[src/rtl/fivediv_pkg.sv]
// Shared types and arithmetic for the mod-5 serial frame encoder and checker.
package fivediv_pkg;

    typedef enum logic [1:0] {
        IDLE       = 2'd0,
        SEND_DATA  = 2'd1,
        SEND_CHECK = 2'd2,
        DONE       = 2'd3
    } state_t;

    localparam int MOD   = 5;
    localparam int CHK_W = 3;

    // One MSB-first step of a running remainder: (2r + b) mod 5.
    // With r in 0..4 the sum is at most 9, so one conditional subtract suffices.
    function automatic logic [2:0] next_residue(input logic [2:0] r, input logic b);
        logic [3:0] t;
        t = {r, b};
        return (t >= 4'(MOD)) ? 3'(t - 4'(MOD)) : t[2:0];
    endfunction

endpackage

[src/rtl/mod5_residue.sv]
// Serial mod-5 residue register: clear, or absorb one MSB-first bit per step.
// Shared by the frame encoder and the serial divisibility checker.
module mod5_residue
    import fivediv_pkg::*;
(
    input  logic       clk,
    input  logic       reset,
    input  logic       clr,
    input  logic       step,
    input  logic       bit_in,
    output logic [2:0] r
);

    // Residue state; clear wins over step so a new frame always starts at zero.
    always_ff @(posedge clk) begin
        if (!reset) begin
            r <= '0;
        end else if (clr) begin
            r <= '0;
        end else if (step) begin
            r <= next_residue(r, bit_in);
        end
    end

endmodule

[src/rtl/fivediv_enc.sv]
// Serial frame encoder: DATA_W payload bits then 3 check bits, MSB first,
// chosen so the whole (DATA_W+3)-bit frame is a multiple of 5.
module fivediv_enc
    import fivediv_pkg::*;
#(
    parameter int DATA_W = 8
) (
    input  logic              clk,
    input  logic              reset,
    input  logic              start,
    input  logic [DATA_W-1:0] data,
    output logic              s,
    output logic              s_valid,
    output logic              busy,
    output logic              done
);

    localparam int CNT_W = $clog2(DATA_W + CHK_W);

    state_t             state;
    logic [DATA_W-1:0]  sh;
    logic [DATA_W-1:0]  sh_shl;
    logic [CHK_W-1:0]   chk;
    logic [CNT_W-1:0]   cnt;
    logic [2:0]         res;
    logic [2:0]         res_last;
    logic [CHK_W-1:0]   chk_val;
    logic               res_clr;
    logic               res_step;

    assign sh_shl   = sh << 1;
    assign res_clr  = (state == IDLE) && start;
    assign res_step = (state == SEND_DATA);

    // Residue including the bit on the wire now; the check value is that doubled mod 5,
    // because appending 3 zero bits multiplies by 8 and -8 mod 5 = 2.
    assign res_last = next_residue(res, sh[DATA_W-1]);
    assign chk_val  = next_residue(res_last, 1'b0);

    mod5_residue u_res (
        .clk    (clk),
        .reset  (reset),
        .clr    (res_clr),
        .step   (res_step),
        .bit_in (sh[DATA_W-1]),
        .r      (res)
    );

    // Frame sequencer with registered serial output and status flags.
    always_ff @(posedge clk) begin
        if (!reset) begin
            state   <= IDLE;
            s       <= 1'b0;
            s_valid <= 1'b0;
            busy    <= 1'b0;
            done    <= 1'b0;
            cnt     <= '0;
        end else begin
            done <= 1'b0;
            case (state)
                IDLE: begin
                    s       <= 1'b0;
                    s_valid <= 1'b0;
                    busy    <= 1'b0;
                    if (start) begin
                        sh      <= data;
                        s       <= data[DATA_W-1];
                        s_valid <= 1'b1;
                        busy    <= 1'b1;
                        cnt     <= CNT_W'(DATA_W - 1);
                        state   <= SEND_DATA;
                    end
                end
                SEND_DATA: begin
                    sh <= sh_shl;
                    if (cnt != '0) begin
                        s   <= sh_shl[DATA_W-1];
                        cnt <= cnt - 1'b1;
                    end else begin
                        s     <= chk_val[CHK_W-1];
                        chk   <= {chk_val[CHK_W-2:0], 1'b0};
                        cnt   <= CNT_W'(CHK_W - 1);
                        state <= SEND_CHECK;
                    end
                end
                SEND_CHECK: begin
                    if (cnt != '0) begin
                        s   <= chk[CHK_W-1];
                        chk <= chk << 1;
                        cnt <= cnt - 1'b1;
                    end else begin
                        s       <= 1'b0;
                        s_valid <= 1'b0;
                        busy    <= 1'b0;
                        done    <= 1'b1;
                        state   <= DONE;
                    end
                end
                DONE: begin
                    s       <= 1'b0;
                    s_valid <= 1'b0;
                    busy    <= 1'b0;
                    state   <= IDLE;
                end
                default: begin
                    state <= IDLE;
                end
            endcase
        end
    end

endmodule

[config.mk]
export PLATFORM = sky130hd
export DESIGN_NAME = fivediv_enc
export DESIGN_NICKNAME = d
export VERILOG_FILES = /design/src/rtl/fivediv_pkg.sv /design/src/rtl/mod5_residue.sv /design/src/rtl/fivediv_enc.sv
export SDC_FILE = /design/constraint.sdc
export NUM_CORES = 1
export LEC_CHECK = 0
export ABC_CLOCK_PERIOD_IN_PS = 2600
export CAP_MARGIN = 20
export CELL_PAD_IN_SITES_DETAIL_PLACEMENT = 1
export CELL_PAD_IN_SITES_GLOBAL_PLACEMENT = 1
export CORE_AREA = 3 3 75 77
export CTS_CLUSTER_SIZE = 24
export DETAILED_ROUTE_END_ITERATION = 16
export DIE_AREA = 0 0 78 80
export DONT_BUFFER_PORTS = 1
export GPL_TIMING_DRIVEN = 0
export PLACE_DENSITY_LB_ADDON = 0.1
export SLEW_MARGIN = 20
export SYNTH_ARGS = -nofsm -noshare
export SYNTH_HDL_FRONTEND = slang
export SYNTH_SLANG_ARGS = --single-unit
[constraint.sdc]
create_clock -name clk -period 2.6 [get_ports clk]
set_input_delay 0.52 -clock clk [delete_from_list [all_inputs] [get_ports clk]]
set_output_delay 0.52 -clock clk [all_outputs]
set_load 0.005 [all_outputs]
==> flow_metrics.env <==
export IMPL_die_w_um=78
export IMPL_r2r_cells=6
export IMPL_grt_pass1_wl_um=4730
export IMPL_place_congestion=0.699
export IMPL_cp_depth=6
export IMPL_finalWirelength_um=2850
export IMPL_power_switching_mw=0.652
export IMPL_row_count=26
export IMPL_syn_avg_cell_area_um2=10.1
export IMPL_rsz0062_at_grt="false"
export IMPL_yosysUniqueCellTypes=33
export IMPL_numCtsBuffers=3
export IMPL_htree_num_levels=1
export IMPL_final_cell_mix="nand2_1, dfxtp_1, edfxtp_1, inv_1, o21ai_0"
export IMPL_finalSetupTns_ns=0
export IMPL_crit_chain="inv_1, ha_1, buf_4, clkbuf_1, nand2_1, a21boi_2"
export IMPL_p_clk_frac=0.195
export IMPL_start_util=0.243
export IMPL_nets=146
export IMPL_cp_max_fo=10
export IMPL_power_leakage_nw=0.509
export IMPL_status="finished clean"
export IMPL_period_needed_ns=2.13
export IMPL_grt_usage=0.0993
export IMPL_clkLatencyLatePin_ns=0.26
export IMPL_synthCells=122
export IMPL_drcViolationCount=0
export IMPL_min_path_cells=2
export IMPL_critical_path_slowest_cell="clkbuf_1"
export IMPL_cts_tree="yes"
export IMPL_drt_iter0_drc=24
export IMPL_maxCapViolations=0
export IMPL_ys_top_cells_by_area="edfxtp_1, dfxtp_1, ha_1, mux2_2, o21ai_0"
export IMPL_grt_max_degree=14
export IMPL_end_kind="flip-flop"
export IMPL_postLayoutCoreUtil=0.275
export IMPL_min_from="reset"
export IMPL_grt_pass1_vias=935
export IMPL_cp_top_family="buffers and inverters"
export IMPL_crit_buf_inv=3
export IMPL_area_growth_pct=13.2
export IMPL_syn_area_um2=1230
export IMPL_fmax_ghz=0.470
export IMPL_final_area_um2=1400
export IMPL_setup_viol=0
export IMPL_antenna_found_initial=0
export IMPL_yosys_warnings=0
export IMPL_critPathLaunchType="flip-flop"
export IMPL_via_per_inst=4.39
export IMPL_arrival_ns=2.05
export IMPL_clockBufferDepth=2
export IMPL_path_clk_slew_ns=0.09
export IMPL_portBuffers=0
export IMPL_switching_share=0.391
export IMPL_synth_main_ff_cell="dfxtp_1"
export IMPL_crit_start="state[1]$_SDFFE_PN0P_"
export IMPL_ys_ff_latch=22
export IMPL_skew_ns=0.00337
export IMPL_synth_largest_area_cell="edfxtp_1"
export IMPL_die_h_um=80
export IMPL_finalCritPeriodShare=0.819
export IMPL_r2r_start="state[1]$_SDFFE_PN0P_"
export IMPL_tightest_slew_ns=0.521
export IMPL_hold_viol=0
export IMPL_dieArea_um2=6240
export IMPL_route_vias_total=861
export IMPL_num_antenna_cells=0
export IMPL_synth_top_area_share=0.244
export IMPL_ctsRootBufferMaster="clkbuf_8"
export IMPL_seqPwrFrac=0.326
export IMPL_io_pins=15
export IMPL_placed_area_um2=1320
export IMPL_postCtsSetupBuffers=0
export IMPL_power_density_nw_per_um2=1190
export IMPL_slowest_delay_ns=0.43
export IMPL_comb_power_share=0.479
export IMPL_crit_type="reg2reg"
export IMPL_synth_nets=141
export IMPL_drt_pass1_iterations=4
export IMPL_p_int_mw=1.01
export IMPL_cp_required_ns=2.52
export IMPL_hold_path_class="in2reg"
export IMPL_cts_hold_buf=0
export IMPL_synth_edf_count=10
export IMPL_irDropWorstVdd_uv=309
export IMPL_slew_violations=0
export IMPL_core_um2=5070
export IMPL_power_mw=1.66
export IMPL_wl_per_cell_um=14.5
export IMPL_clkSinkCount=22
export IMPL_seq_area_frac_synth=0.439
export IMPL_grt_overflow=0
export IMPL_drive_above_1_share=0.183
export IMPL_antenna_left=0
export IMPL_relSlewSlack=0.652
export IMPL_dp_hpwl_um=2200
export IMPL_async_flop_share=0
==> power by group through the flow <==
stage	Sequential (mW)	Combinational [mW]	Clock, mW
final	0.542	0.798	0.325
after global routing	0.556	0.907	0.350
after CTS	0.545	0.815	0.341
after detailed placement	0.554	0.809	0
after global placement	0.549	0.782	0
after floorplan	0.531	0.626	0
==> metal layers <==
| layer | track usage | up-vias | wire [um] |
|---|---|---|---|
| met5 | 0 | - | 0 |
| li1 | - | 440 | - |
| met1 | 0.128 | 410 | 1370 |
| met2 | 0.160 | 9 | 1370 |
| met3 | 0.0282 | 2 | 95 |
| met4 | 0.0315 | 0 | 20 |
==> worst register-to-register path, stage by stage (launching register included) <==
cell and delay (ns):
dfxtp_1 0.34, inv_1 0.09, ha_1 0.18, buf_4 0.19, clkbuf_1 0.44, nand2_1 0.14
a21boi_2 0.42
==> Yosys cell counts, types with 2 or more instances <==
cell type,instances
dfxtp_1,12
nand2_1,12
edfxtp_1,10
inv_1,9
o21ai_0,9
ha_1,8
a21oi_1,7
mux2_2,7
nor2_1,7
mux2i_1,4
nand3_1,4
a21boi_0,3
nor2b_1,3
a31oi_1,2
buf_4,2
nand2b_1,2
nor3b_1,2
nor3b_2,2
or3_1,2
xnor2_1,2
==> repair_timing <==
action,CTS,global route
setup endpoints to repair,8,8
gates cloned,0,0
resized for setup,1,1
endpoints found under the hold margin,0,0
==> through the flow <==
stage	hold slack (ns)	cells	setup slack, ns
final	0.406	196	0.471
after global routing	0.397	196	0.205
after CTS	0.395	196	0.193
after detailed placement	0.485	192	-0.110
after global placement	0.479	192	-0.0405
after floorplan	0.460	122	0.451
==> state kept, by name (all words and copies together), names as in the netlist <==
signal,cells
sh,8
cnt,4
u_res.r,3
chk,2
state,2
busy,1
done,1
s,1
==> logic make-up (layout without fill, tap and decap cells) <==
logic type	count (synthesis)	in the layout	share of synthesized area
and+or+nand+nor	38	38	0.167
AOI/OAI and AO/OA	28	28	0.156
DFF	22	22	0.439
buffers and inverters	13	17	0.0467
muxes	11	11	0.0965
adders and majority gates	8	8	0.0812
xor gates and xnor gates	2	2	0.0142
==> final timing paths <==
| path | end | slack, ns |
|---|---|---|
| setup / recovery | sh[7]$_DFFE_PP_ | 0.47 |
| hold / removal | cnt[1]$_SDFFE_PN0P_ | 0.41 |
| setup reg to reg | sh[7]$_DFFE_PP_ | 0.47 |
| hold reg to reg | u_res.r[0]$_SDFFE_PP0P_ | 0.51 |
==> cell type report <==
cell class              count  area [um2]
fillers                   607        3680
multi-input cells          87         638
flip-flops and latches     22         541
well taps                  70        87.6
clock buffers               3        41.3
inverters                   9        33.8
clock inverters             1        30.0
plain buffers               4        23.8
Note: power is estimated with default switching activity, not from simulation.
